[src/rtl/multicycle_controller_pkg.sv]
// Shared encodings for the multi-cycle MIPS controller: FSM states, opcodes,
// instruction classes and the datapath select codes.
package multicycle_controller_pkg;

  typedef enum logic [3:0] {
    S_FETCH  = 4'd0,
    S_DECODE = 4'd1,
    S_MEMADR = 4'd2,
    S_MEMRD  = 4'd3,
    S_MEMWB  = 4'd4,
    S_MEMWR  = 4'd5,
    S_EXEC   = 4'd6,
    S_ALUWB  = 4'd7,
    S_BRANCH = 4'd8,
    S_JAL    = 4'd9,
    S_JR     = 4'd10,
    S_JUMP   = 4'd11,
    S_ERR    = 4'd15
  } state_t;

  typedef enum logic [3:0] {
    C_MEM_LD, C_MEM_ST, C_ALU_R, C_ALU_I, C_BR, C_JAL, C_JR, C_J, C_ILLEGAL
  } iclass_t;

  localparam logic [5:0] OP_RTYPE = 6'b000000;
  localparam logic [5:0] OP_LW    = 6'b100011;
  localparam logic [5:0] OP_SW    = 6'b101011;
  localparam logic [5:0] OP_ORI   = 6'b001101;
  localparam logic [5:0] OP_LUI   = 6'b001111;
  localparam logic [5:0] OP_BEQ   = 6'b000100;
  localparam logic [5:0] OP_JAL   = 6'b000011;
  localparam logic [5:0] OP_J     = 6'b000010;

  localparam logic [5:0] FN_ADDU  = 6'b100001;
  localparam logic [5:0] FN_SUBU  = 6'b100011;
  localparam logic [5:0] FN_JR    = 6'b001000;

  localparam logic [2:0] ALU_OR   = 3'b001;
  localparam logic [2:0] ALU_ADD  = 3'b010;
  localparam logic [2:0] ALU_SUB  = 3'b011;
  localparam logic [2:0] ALU_LUI  = 3'b100;

  localparam logic [1:0] SIGN_ZERO = 2'b00;
  localparam logic [1:0] SIGN_EXT  = 2'b01;
  localparam logic [1:0] SIGN_JUMP = 2'b10;

  localparam logic [1:0] PCS_ALU    = 2'b00;
  localparam logic [1:0] PCS_ALUOUT = 2'b01;
  localparam logic [1:0] PCS_JUMP   = 2'b10;
  localparam logic [1:0] PCS_RS     = 2'b11;

  localparam logic [1:0] RD_RT = 2'b00;
  localparam logic [1:0] RD_RD = 2'b01;
  localparam logic [1:0] RD_RA = 2'b10;

  localparam logic [1:0] M2R_ALU = 2'b00;
  localparam logic [1:0] M2R_MDR = 2'b01;
  localparam logic [1:0] M2R_PC  = 2'b10;

  localparam logic [1:0] SRCB_RT     = 2'b00;
  localparam logic [1:0] SRCB_FOUR   = 2'b01;
  localparam logic [1:0] SRCB_IMM    = 2'b10;
  localparam logic [1:0] SRCB_IMM_SH = 2'b11;

endpackage

[src/rtl/mc_decode.sv]
// Combinational instruction classifier: opcode/funct to instruction class plus
// the ALU controls used while the instruction sits in EXEC.
module mc_decode
  import multicycle_controller_pkg::*;
#(
  parameter int SUPPORT_J = 1
) (
  input  logic [5:0] op,
  input  logic [5:0] funct,
  output logic [3:0] iclass,
  output logic [2:0] exec_alu_op,
  output logic [1:0] exec_srcb,
  output logic [1:0] exec_sign
);

  iclass_t cls;

  always_comb begin
    cls         = C_ILLEGAL;
    exec_alu_op = ALU_ADD;
    exec_srcb   = SRCB_RT;
    exec_sign   = SIGN_ZERO;
    case (op)
      OP_RTYPE: begin
        case (funct)
          FN_ADDU: cls = C_ALU_R;
          FN_SUBU: begin
            cls         = C_ALU_R;
            exec_alu_op = ALU_SUB;
          end
          FN_JR:   cls = C_JR;
          default: cls = C_ILLEGAL;
        endcase
      end
      OP_LW:  cls = C_MEM_LD;
      OP_SW:  cls = C_MEM_ST;
      OP_ORI: begin
        cls         = C_ALU_I;
        exec_srcb   = SRCB_IMM;
        exec_alu_op = ALU_OR;
      end
      OP_LUI: begin
        cls         = C_ALU_I;
        exec_srcb   = SRCB_IMM;
        exec_alu_op = ALU_LUI;
      end
      OP_BEQ: cls = C_BR;
      OP_JAL: cls = C_JAL;
      OP_J:   cls = (SUPPORT_J != 0) ? C_J : C_ILLEGAL;
      default: cls = C_ILLEGAL;
    endcase
  end

  assign iclass = cls;

endmodule

[src/rtl/multicycle_controller.sv]
// Multi-cycle MIPS control FSM: sequences each instruction over 3-5 cycles,
// waits on mem_ready with an optional timeout, and drives datapath enables.
module multicycle_controller
  import multicycle_controller_pkg::*;
#(
  parameter int SUPPORT_J  = 1,
  parameter int TIMEOUT_W  = 4,
  parameter int TIMEOUT_EN = 1
) (
  input  logic       clk,
  input  logic       reset,
  input  logic [5:0] Option,
  input  logic [5:0] Function,
  input  logic       Zero,
  input  logic       mem_ready,
  output logic       PCWrite,
  output logic       PCWriteCond,
  output logic       IorD,
  output logic       MemRead,
  output logic       MemWrite,
  output logic       IRWrite,
  output logic [1:0] RegDst,
  output logic [1:0] MemtoReg,
  output logic       RegWrite,
  output logic       ALUSrcA,
  output logic [1:0] ALUSrcB,
  output logic [2:0] ALUOp,
  output logic [1:0] Sign,
  output logic [1:0] PCSource,
  output logic [3:0] state,
  output logic       instr_done,
  output logic       illegal_instr,
  output logic       bus_err
);

  localparam logic [TIMEOUT_W-1:0] CNT_ONES = '1;
  localparam logic [TIMEOUT_W-1:0] CNT_LAST = CNT_ONES - 1'b1;

  state_t               cur, nxt;
  logic [TIMEOUT_W-1:0] cnt;
  logic                 bus_err_q;
  logic [3:0]           cls_raw;
  iclass_t              cls;
  logic [2:0]           exec_alu_op;
  logic [1:0]           exec_srcb, exec_sign;
  logic                 wait_st, timeout;
  logic                 pc_wr, pc_cond, mem_wr, ir_wr, reg_wr;

  // The branch decision is taken by the datapath through PCWriteCond.
  logic unused_zero;
  assign unused_zero = Zero;

  mc_decode #(.SUPPORT_J(SUPPORT_J)) u_decode (
    .op          (Option),
    .funct       (Function),
    .iclass      (cls_raw),
    .exec_alu_op (exec_alu_op),
    .exec_srcb   (exec_srcb),
    .exec_sign   (exec_sign)
  );
  assign cls = iclass_t'(cls_raw);

  assign wait_st = (cur == S_FETCH) || (cur == S_MEMRD) || (cur == S_MEMWR);
  assign timeout = (TIMEOUT_EN != 0) && wait_st && !mem_ready && (cnt == CNT_LAST);

  always_ff @(posedge clk or negedge reset) begin
    if (!reset) cur <= S_FETCH;
    else        cur <= nxt;
  end

  always_ff @(posedge clk or negedge reset) begin
    if (!reset) begin
      cnt       <= '0;
      bus_err_q <= 1'b0;
    end else begin
      if (nxt != cur)                cnt <= '0;
      else if (wait_st && !mem_ready) cnt <= cnt + 1'b1;
      if (timeout) bus_err_q <= 1'b1;
    end
  end

  always_comb begin
    nxt           = cur;
    pc_wr         = 1'b0;
    pc_cond       = 1'b0;
    mem_wr        = 1'b0;
    ir_wr         = 1'b0;
    reg_wr        = 1'b0;
    IorD          = 1'b0;
    MemRead       = 1'b0;
    RegDst        = RD_RT;
    MemtoReg      = M2R_ALU;
    ALUSrcA       = 1'b0;
    ALUSrcB       = SRCB_RT;
    ALUOp         = 3'b000;
    Sign          = SIGN_ZERO;
    PCSource      = PCS_ALU;
    instr_done    = 1'b0;
    illegal_instr = 1'b0;
    case (cur)
      S_FETCH: begin
        MemRead = 1'b1;
        ALUSrcB = SRCB_FOUR;
        ALUOp   = ALU_ADD;
        ir_wr   = mem_ready;
        pc_wr   = mem_ready;
        if (mem_ready)    nxt = S_DECODE;
        else if (timeout) nxt = S_ERR;
      end
      S_DECODE: begin
        ALUSrcB = SRCB_IMM_SH;
        Sign    = SIGN_EXT;
        ALUOp   = ALU_ADD;
        case (cls)
          C_MEM_LD, C_MEM_ST: nxt = S_MEMADR;
          C_ALU_R, C_ALU_I:   nxt = S_EXEC;
          C_BR:               nxt = S_BRANCH;
          C_JAL:              nxt = S_JAL;
          C_JR:               nxt = S_JR;
          C_J:                nxt = S_JUMP;
          default: begin
            illegal_instr = 1'b1;
            instr_done    = 1'b1;
            nxt           = S_FETCH;
          end
        endcase
      end
      S_MEMADR: begin
        ALUSrcA = 1'b1;
        ALUSrcB = SRCB_IMM;
        Sign    = SIGN_EXT;
        ALUOp   = ALU_ADD;
        nxt     = (cls == C_MEM_ST) ? S_MEMWR : S_MEMRD;
      end
      S_MEMRD: begin
        MemRead = 1'b1;
        IorD    = 1'b1;
        if (mem_ready)    nxt = S_MEMWB;
        else if (timeout) nxt = S_ERR;
      end
      S_MEMWB: begin
        reg_wr     = 1'b1;
        RegDst     = RD_RT;
        MemtoReg   = M2R_MDR;
        instr_done = 1'b1;
        nxt        = S_FETCH;
      end
      S_MEMWR: begin
        mem_wr = 1'b1;
        IorD   = 1'b1;
        if (mem_ready) begin
          instr_done = 1'b1;
          nxt        = S_FETCH;
        end else if (timeout) begin
          nxt = S_ERR;
        end
      end
      S_EXEC: begin
        ALUSrcA = 1'b1;
        ALUSrcB = exec_srcb;
        Sign    = exec_sign;
        ALUOp   = exec_alu_op;
        nxt     = S_ALUWB;
      end
      S_ALUWB: begin
        reg_wr     = 1'b1;
        MemtoReg   = M2R_ALU;
        RegDst     = (cls == C_ALU_R) ? RD_RD : RD_RT;
        instr_done = 1'b1;
        nxt        = S_FETCH;
      end
      S_BRANCH: begin
        ALUSrcA    = 1'b1;
        ALUSrcB    = SRCB_RT;
        ALUOp      = ALU_SUB;
        pc_cond    = 1'b1;
        PCSource   = PCS_ALUOUT;
        instr_done = 1'b1;
        nxt        = S_FETCH;
      end
      S_JAL: begin
        reg_wr     = 1'b1;
        RegDst     = RD_RA;
        MemtoReg   = M2R_PC;
        pc_wr      = 1'b1;
        PCSource   = PCS_JUMP;
        Sign       = SIGN_JUMP;
        instr_done = 1'b1;
        nxt        = S_FETCH;
      end
      S_JR: begin
        pc_wr      = 1'b1;
        PCSource   = PCS_RS;
        instr_done = 1'b1;
        nxt        = S_FETCH;
      end
      S_JUMP: begin
        pc_wr      = 1'b1;
        PCSource   = PCS_JUMP;
        instr_done = 1'b1;
        nxt        = S_FETCH;
      end
      S_ERR:   nxt = S_ERR;
      default: nxt = S_FETCH;
    endcase
  end

  // Write strobes are forced low while reset is held, even though FETCH is Mealy on mem_ready.
  assign PCWrite     = pc_wr & reset;
  assign PCWriteCond = pc_cond & reset;
  assign MemWrite    = mem_wr & reset;
  assign IRWrite     = ir_wr & reset;
  assign RegWrite    = reg_wr & reset;
  assign state       = cur;
  assign bus_err     = bus_err_q;

endmodule
[config.mk]
export PLATFORM = sky130hd
export DESIGN_NAME = multicycle_controller
export DESIGN_NICKNAME = d
export VERILOG_FILES = /design/src/rtl/multicycle_controller_pkg.sv /design/src/rtl/mc_decode.sv /design/src/rtl/multicycle_controller.sv
export SDC_FILE = /design/constraint.sdc
export NUM_CORES = 1
export LEC_CHECK = 0
export CAP_MARGIN = 5
export CORE_MARGIN = 5
export CORE_UTILIZATION = 46
export DETAILED_ROUTE_END_ITERATION = 8
export GPL_ROUTABILITY_DRIVEN = 0
export PLACE_DENSITY = 0.81
export SYNTH_ARGS = -nofsm -noshare
export SYNTH_HDL_FRONTEND = slang
export SYNTH_HIERARCHICAL = 1
export SYNTH_SLANG_ARGS = --single-unit
export TNS_END_PERCENT = 5
[constraint.sdc]
create_clock -name clk -period 3.65 [get_ports clk]
set_input_delay 1.095 -clock clk [delete_from_list [all_inputs] [get_ports clk]]
set_output_delay 1.095 -clock clk [all_outputs]
set_load 0.005 [all_outputs]
==> flow_summary.json, run 1 <==
{
  "status": "complete, but fails checks",
  "violations": "negative setup slack",
  "antenna-diode-count": 0,
  "row_count": 19,
  "layout_commonest_cell": "buf_4",
  "drt_iter0_markers": 106,
  "wl_met2_um": 2330,
  "fmax_ghz": 0.263,
  "ant_nets": 0,
  "ys_warn_count": 6,
  "final_cell_mix": "33 x buf_4, 27 x clkdlybuf4s50_1, 13 x nor2_1",
  "path_cells": "dlygate4sd2_1, nor4b_4, buf_4, a211oi_2, nor4b_2, buf_4, nor2_2, nand2_1, nor4_2, buf_2",
  "grt_usage_pct": 24.0,
  "ys_ff_latch": 9,
  "crit_fanout": 2,
  "antenna_found_initial": 0,
  "cts_tree": "built",
  "rsz0062_at_grt": "yes",
  "syn_inst": 182,
  "pwr-share-clk_pct": 8.9,
  "cp-end-kind": "output port",
  "die_x_um": 63.6,
  "clkSinkCount": 9,
  "clk_path_buf_depth": 2,
  "path_class": "in -> out",
  "design_area_um2": 1990,
  "drv_cap": 0,
  "fin_crit_ns": 3.80,
  "met3_length_um": 336,
  "core_region_area_um2": 2760,
  "seq_area_frac_synth_pct": 17.0,
  "grt_pass1_vias": 1761,
  "insertion_delay_ns": 0.28,
  "p_sw_share_pct": 47.1,
  "synthArstFlopShare_pct": 100,
  "finalWirelength_um": 4700,
  "io_buffer_count": 42,
  "max-vdd-ir-drop_v": 0.000500,
  "cp-start-kind": "primary input",
  "area_growth_syn_to_layout_pct": 50.7,
  "synth_edf_count": 0,
  "maxUsedRoutingLayer": "met4",
  "worstPathArrival_ns": 2.70,
  "io_pins": 44,
  "grt_overflow": 0,
  "finalCritPeriodShare_pct": 104,
  "wl_met1_um": 1860,
  "final_util_pct": 72.3,
  "power.leakage_nw": 0.855,
  "detail_route.first_pass.iterations": 4,
  "hold_buffers": 0,
  "dieArea_um2": 4050,
  "r2r-start": "state[2]$_DFF_PN0_",
  "drc": 0,
  "combPwrFrac_pct": 73.0,
  "final_max_slew_viol_count": 0,
  "required_ns": 2.55,
  "cpMostUsedCell": "buf_4",
  "ys_types": 65,
  "worst_slack_ns": -0.149,
  "start_util_pct": 48.0,
  "grt_pass1_wl_um": 8110,
  "setup_tns_ns": -0.533,
  "cts-root-buf": "clkbuf_4",
  "clk_pin_slew_ns": 0.07,
  "place_area_um2": 1920,
  "crit_slowest_cell": "a211oi_2",
  "holdCritStartpoint": "bus_err$_DFFE_PN0P_",
  "drive_gt1_share_pct": 27.8,
  "max_stage_delay_ns": 0.27,
  "cts_buffers": 3,
  "synth_ff_type": "dfrtp_1",
  "vias_per_cell": 6.37,
  "tightest_slew_ns": 0.684,
  "cts_max_level": 1,
  "hp-class": "reg -> reg",
  "power_per_cell_area_nw_per_um2": 466,
  "syn-cell-area_um2": 1320,
  "slew_headroom_pct": 54.3,
  "p_switching_mw": 0.438,
  "grt_max_degree": 24,
  "vias": 1757,
  "dp_hpwl_um": 3480,
  "setup_violations": 9,
  "fp.dieH_um": 63.6,
  "fin_worst_skew_ns": 0.00804,
  "hold_violations": 0,
  "power_frac_seq_pct": 18.1,
  "avgSynthCellArea_um2": 7.27,
  "num-nets-final": 264,
  "p_int_mw": 0.491,
  "routedWlPerCell_um": 17.0,
  "crit_path_start": "Function[3]"
}
worst max-delay path, delay by kind of cell:
kind                   cells  cell delay (ns)
buffers and inverters      4             0.68
and+or+nand+nor            5             0.66
AOI/OAI and AO/OA          1             0.27
registers in the layout (all words and copies together) (netlist names):
register	count
bus_err	1
cnt	4
state	4
through the flow:
stage	hold WS (ns)	total power [mW]	worst slack, ns	instances
after floorplan	0.459	0.541	0.0407	184
after global placement	0.452	0.820	-0.890	270
after detailed placement	0.475	0.849	-0.907	270
after CTS	0.493	0.924	-0.126	276
after global routing	0.514	1.00	-0.219	276
final	0.486	0.929	-0.149	276
cells in the mapped netlist (2+ instances only):
library cell	instances	area, um^2
clkbuf_1	4	15.0
buf_2	6	30.0
buf_1	2	7.51
nand4b_1	2	17.5
and2_1	2	12.5
xor2_1	2	17.5
o22ai_1	3	18.8
nor3b_1	2	15.0
dfrtp_1	9	225
and3b_1	2	17.5
a31oi_1	2	12.5
a311oi_1	4	35.0
buf_6	2	22.5
nor4_1	5	31.3
and3_1	6	37.5
buf_4	5	37.5
inv_1	6	22.5
o21ai_0	12	60.1
nor3_1	12	60.1
nand2_1	12	45.0
nand3_1	3	15.0
a21oi_1	12	60.1
nand2b_1	3	18.8
nor2_1	16	60.1
nor4b_1	2	17.5
nor2b_1	5	31.3
ha_1	2	25.0
o211ai_1	2	15.0
final timing paths:
kind / endpoint / slack, ns / cells past startpoint
min in group asynchronous: state[1]$_DFF_PN0_ / 1.28 / 2
max in group asynchronous: cnt[2]$_DFFE_PN0P_ / 2.23 / 2
hold / removal: bus_err$_DFFE_PN0P_ / 0.49 / 1
hold reg to reg: bus_err$_DFFE_PN0P_ / 0.49 / 1
setup / recovery: RegDst[0] / -0.15 / 10
setup reg to reg: cnt[2]$_DFFE_PN0P_ / 1.40 / 6
cells by family after synthesis:
| kind of cell | share of synthesized area [%] |
|---|---|
| AOI/OAI and AO/OA | 27.1 |
| xor gates and xnor gates | 1.99 |
| adders and majority gates | 1.89 |
| buffers and inverters | 10.5 |
| DFF | 17.0 |
| muxes | 2.74 |
| other | 0.284 |
| and+or+nand+nor | 38.5 |
power groups by stage:
stage | combinational [mW] | sequential [mW] | clock, mW
after global routing | 0.737 | 0.175 | 0.0903
after CTS | 0.674 | 0.167 | 0.0830
final | 0.678 | 0.169 | 0.0826
after global placement | 0.653 | 0.167 | 0
after floorplan | 0.403 | 0.138 | 0
after detailed placement | 0.679 | 0.170 | 0
metal layers:
layer  vias up  GRT usage (%)
li1        806              -
met1       825           29.1
met2        97           40.0
met3        29           4.62
met4         0           11.4
met5         -              0
layout make-up:
| type | count | area [um^2] |
|---|---|---|
| Clock buffer | 4 | 26.3 |
| Fill cell | 220 | 764 |
| Inverter | 7 | 26.3 |
| Multi-Input combinational cell | 149 | 1020 |
| Sequential cell | 9 | 225 |
| Tap cell | 31 | 38.8 |
| Timing Repair Buffer | 76 | 654 |
timing repair:
item	in CTS	in global routing
resized for setup	44	3
setup endpoints to repair	14	13
pin swaps	12	3
setup buffers	2	0
Note: power is estimated with default switching activity, not from simulation.
==> inputs of run 2 (changes only) <==
--- a/config.mk
+++ b/config.mk
@@ -7,12 +7,11 @@
 export LEC_CHECK = 0
 export CAP_MARGIN = 5
 export CORE_MARGIN = 5
-export CORE_UTILIZATION = 46
+export CORE_UTILIZATION = 48
 export DETAILED_ROUTE_END_ITERATION = 8
 export GPL_ROUTABILITY_DRIVEN = 0
-export PLACE_DENSITY = 0.81
+export PLACE_DENSITY = 0.86
 export SYNTH_ARGS = -nofsm -noshare
 export SYNTH_HDL_FRONTEND = slang
-export SYNTH_HIERARCHICAL = 1
 export SYNTH_SLANG_ARGS = --single-unit
 export TNS_END_PERCENT = 5
==> constraint.sdc (replaced) <==
create_clock -name clk -period 4.65 [get_ports clk]
set_input_delay 1.395 -clock clk [delete_from_list [all_inputs] [get_ports clk]]
set_output_delay 1.395 -clock clk [all_outputs]
set_load 0.005 [all_outputs]
==> flow_summary.json, run 2 <==
{
  "power.leakage_nw": 0.812,
  "die_x_um": 60.4,
  "met2_usage_pct": 38.1,
  "grt_pass1_wl_um": 6320,
  "drv_cap": 0,
  "use_met1_pct": 28.8,
  "synthArstFlopShare_pct": 100,
  "fin_crit_ns": 4.64,
  "clkSinkCount": 9,
  "fin_worst_skew_ns": 0.00842,
  "cts_tree": "built",
  "avgSynthCellArea_um2": 7.86,
  "syn_nets": 173,
  "syn_inst": 155,
  "regToRegEndpoint": "cnt[0]$_DFFE_PN0P_",
  "combPwrFrac_pct": 66.6,
  "row_count": 18,
  "clk_path_buf_depth": 2,
  "hold_slack_ns": 0.484,
  "routedWlPerCell_um": 16.5,
  "clk_pin_slew_ns": 0.05,
  "reg2reg_slack_ns": 1.98,
  "hold_violations": 0,
  "fp.dieH_um": 60.4,
  "cp-start-kind": "primary input",
  "p_int_mw": 0.381,
  "seq_area_frac_synth_pct": 18.5,
  "crit_slowest_cell": "clkdlybuf4s50_1",
  "tightest_slew_ns": 0.964,
  "dp_worst_setup_slack_ns": -0.305,
  "status": "finished clean",
  "cp-end-kind": "output port",
  "grt_max_degree": 30,
  "hp-class": "reg -> reg",
  "slew_headroom_pct": 35.7,
  "grt_overflow": 0,
  "setup_violations": 0,
  "worstPathArrival_ns": 3.25,
  "start_util_pct": 49.6,
  "synthTopCellsByArea": "dfrtp_1 18%, nor2_1 6.8%, nand2_1 4.0%",
  "finalWirelength_um": 3990,
  "hold_buffers": 0,
  "grt_pass1_vias": 1353,
  "area_growth_syn_to_layout_pct": 51.5,
  "ant_nets": 0,
  "drive_gt1_share_pct": 23.2,
  "fmax_ghz": 0.215,
  "core_region_area_um2": 2450,
  "grt.busiest_layer": "met2",
  "syn-cell-area_um2": 1220,
  "synthTopCellsByCount": "22 x nor2_1, 13 x nand2_1, 9 x dfrtp_1, 7 x buf_2, 7 x nor3_1",
  "io_pins": 44,
  "path_cells": "clkdlybuf4s50_1, nor4b_4, o21ai_2, a211oi_2, buf_4, nor2_1, clkdlybuf4s50_1",
  "holdCritStartpoint": "bus_err$_DFFE_PN0P_",
  "max_stage_delay_ns": 0.47,
  "io_buffer_count": 42,
  "reg2reg_depth": 6,
  "synth_most_common_cell": "nor2_1",
  "power_frac_seq_pct": 24.3,
  "p_sw_share_pct": 43.6,
  "required_ns": 3.25,
  "total_power_mw": 0.676,
  "dieArea_um2": 3650,
  "ys_ff_latch": 9,
  "num-nets-final": 230,
  "grt.met3_usage_pct": 4.26,
  "pwr-share-clk_pct": 9.0,
  "synth_ff_type": "dfrtp_1",
  "ys_types": 63,
  "worst_slack_ns": 0.00596,
  "rsz0062_at_grt": "yes",
  "ys_warn_count": 0,
  "vias": 1434,
  "final_max_slew_viol_count": 0,
  "dp_cells": 236,
  "synth_top_area_share_pct": 18.5,
  "drt_iter0_markers": 113,
  "worstHoldPathCells": 1,
  "path_class": "in -> out",
  "power_per_cell_area_nw_per_um2": 366,
  "crit_fanout": 3,
  "worstHoldEndpoint": "bus_err$_DFFE_PN0P_",
  "final_cells": 241,
  "antenna-diode-count": 0,
  "cpMostUsedCell": "clkdlybuf4s50_1",
  "p_switching_mw": 0.294,
  "r2r-start": "state[0]$_DFF_PN0_",
  "final_cell_mix": "31 x clkdlybuf4s50_1, 23 x buf_4, 21 x nor2_1",
  "max-vdd-ir-drop_v": 0.000368,
  "drc": 0,
  "vias_per_cell": 5.95,
  "setup_tns_ns": 0,
  "synth_top_cell_by_area": "dfrtp_1",
  "layout_commonest_cell": "clkdlybuf4s50_1",
  "detail_route.first_pass.iterations": 4,
  "grt_usage_pct": 22.5,
  "cts-root-buf": "clkbuf_4",
  "cts_buffers": 3,
  "dp_hpwl_um": 2930,
  "cts_max_level": 1,
  "finalCritPeriodShare_pct": 99.9,
  "synth_edf_count": 0,
  "antenna_found_initial": 0,
  "insertion_delay_ns": 0.27
}
[run 2: what timing repair did]
action,4_1_cts,5_1_grt
setup buffers,0,1
pin swaps,2,2
cloned,0,0
resized for setup,11,11
setup endpoints to repair,6,3
[run 2: worst max path at each step]
stage                           start             to  slack, ns  cells past startpoint
after CTS                   Option[4]     ALUSrcB[1]       -0.1                      9
after detailed placement  Function[1]     instr_done      -0.31                      8
after floorplan             Option[1]     instr_done       0.78                      7
after global routing      Function[1]  illegal_instr      -0.06                      7
after global placement    Function[1]     instr_done      -0.28                      8
final                     Function[1]  illegal_instr      0.006                      7
[run 2: area by class of cell]
cell class              instances  area [um^2]
clock buffers                   4         26.3
fillers                       165          608
inverters                       4         15.0
multi-input cells             129          952
flip-flops and latches          9          225
well taps                      30         37.5
repair buffers                 65          591
[run 2: per-stage QoR]
stage	area [um^2]	utilization, %
global placement	1770	72.2
finish	1850	75.2
CTS	1810	73.9
floorplan	1220	-
detailed placement	1770	72.2
global route	1850	75.2
[run 2: kinds of logic (layout without fill, tap and decap cells)]
logic type,after synthesis,after routing,share of synthesized area (%)
simple gates,81,81,39.3
compound gates,35,35,23.1
buf+inv,17,73,6.88
flops,9,9,18.5
xor+xnor,7,7,6.88
fa+ha+maj,3,3,2.87
mux,3,3,2.46
[run 2: worst max-delay path: cells and delay by family]
kind,cells,cell delay [ns]
buffers and inverters,3,1.06
AND/OR/NAND/NOR,2,0.40
AO/OA/AOI/OAI,2,0.39
[run 2: power by group through the flow]
stage	logic, mW	registers [mW]	clock network, mW
6_report	0.450	0.165	0.0611
5_1_grt	0.492	0.170	0.0685
4_1_cts	0.446	0.161	0.0617
3_5_place_dp	0.450	0.163	0
3_3_place_gp	0.430	0.160	0
2_1_floorplan	0.300	0.110	0
[run 2: layer usage]
metal / vias up / routed length, um
li1: 689 / -
met5: - / 0
met4: 0 / 63
met1: 672 / 1690
met2: 66 / 1960
met3: 7 / 268
==> inputs of run 3 (changes only) <==
--- a/config.mk
+++ b/config.mk
@@ -5,9 +5,10 @@
 export SDC_FILE = /design/constraint.sdc
 export NUM_CORES = 1
 export LEC_CHECK = 0
-export CAP_MARGIN = 5
+export CAP_MARGIN = 20
 export CORE_MARGIN = 5
 export CORE_UTILIZATION = 48
+export CTS_CLUSTER_DIAMETER = 30
 export DETAILED_ROUTE_END_ITERATION = 8
 export GPL_ROUTABILITY_DRIVEN = 0
 export PLACE_DENSITY = 0.86
==> results of run 3 <==
Final layout, timing and power as in run 2 (identical DEF).
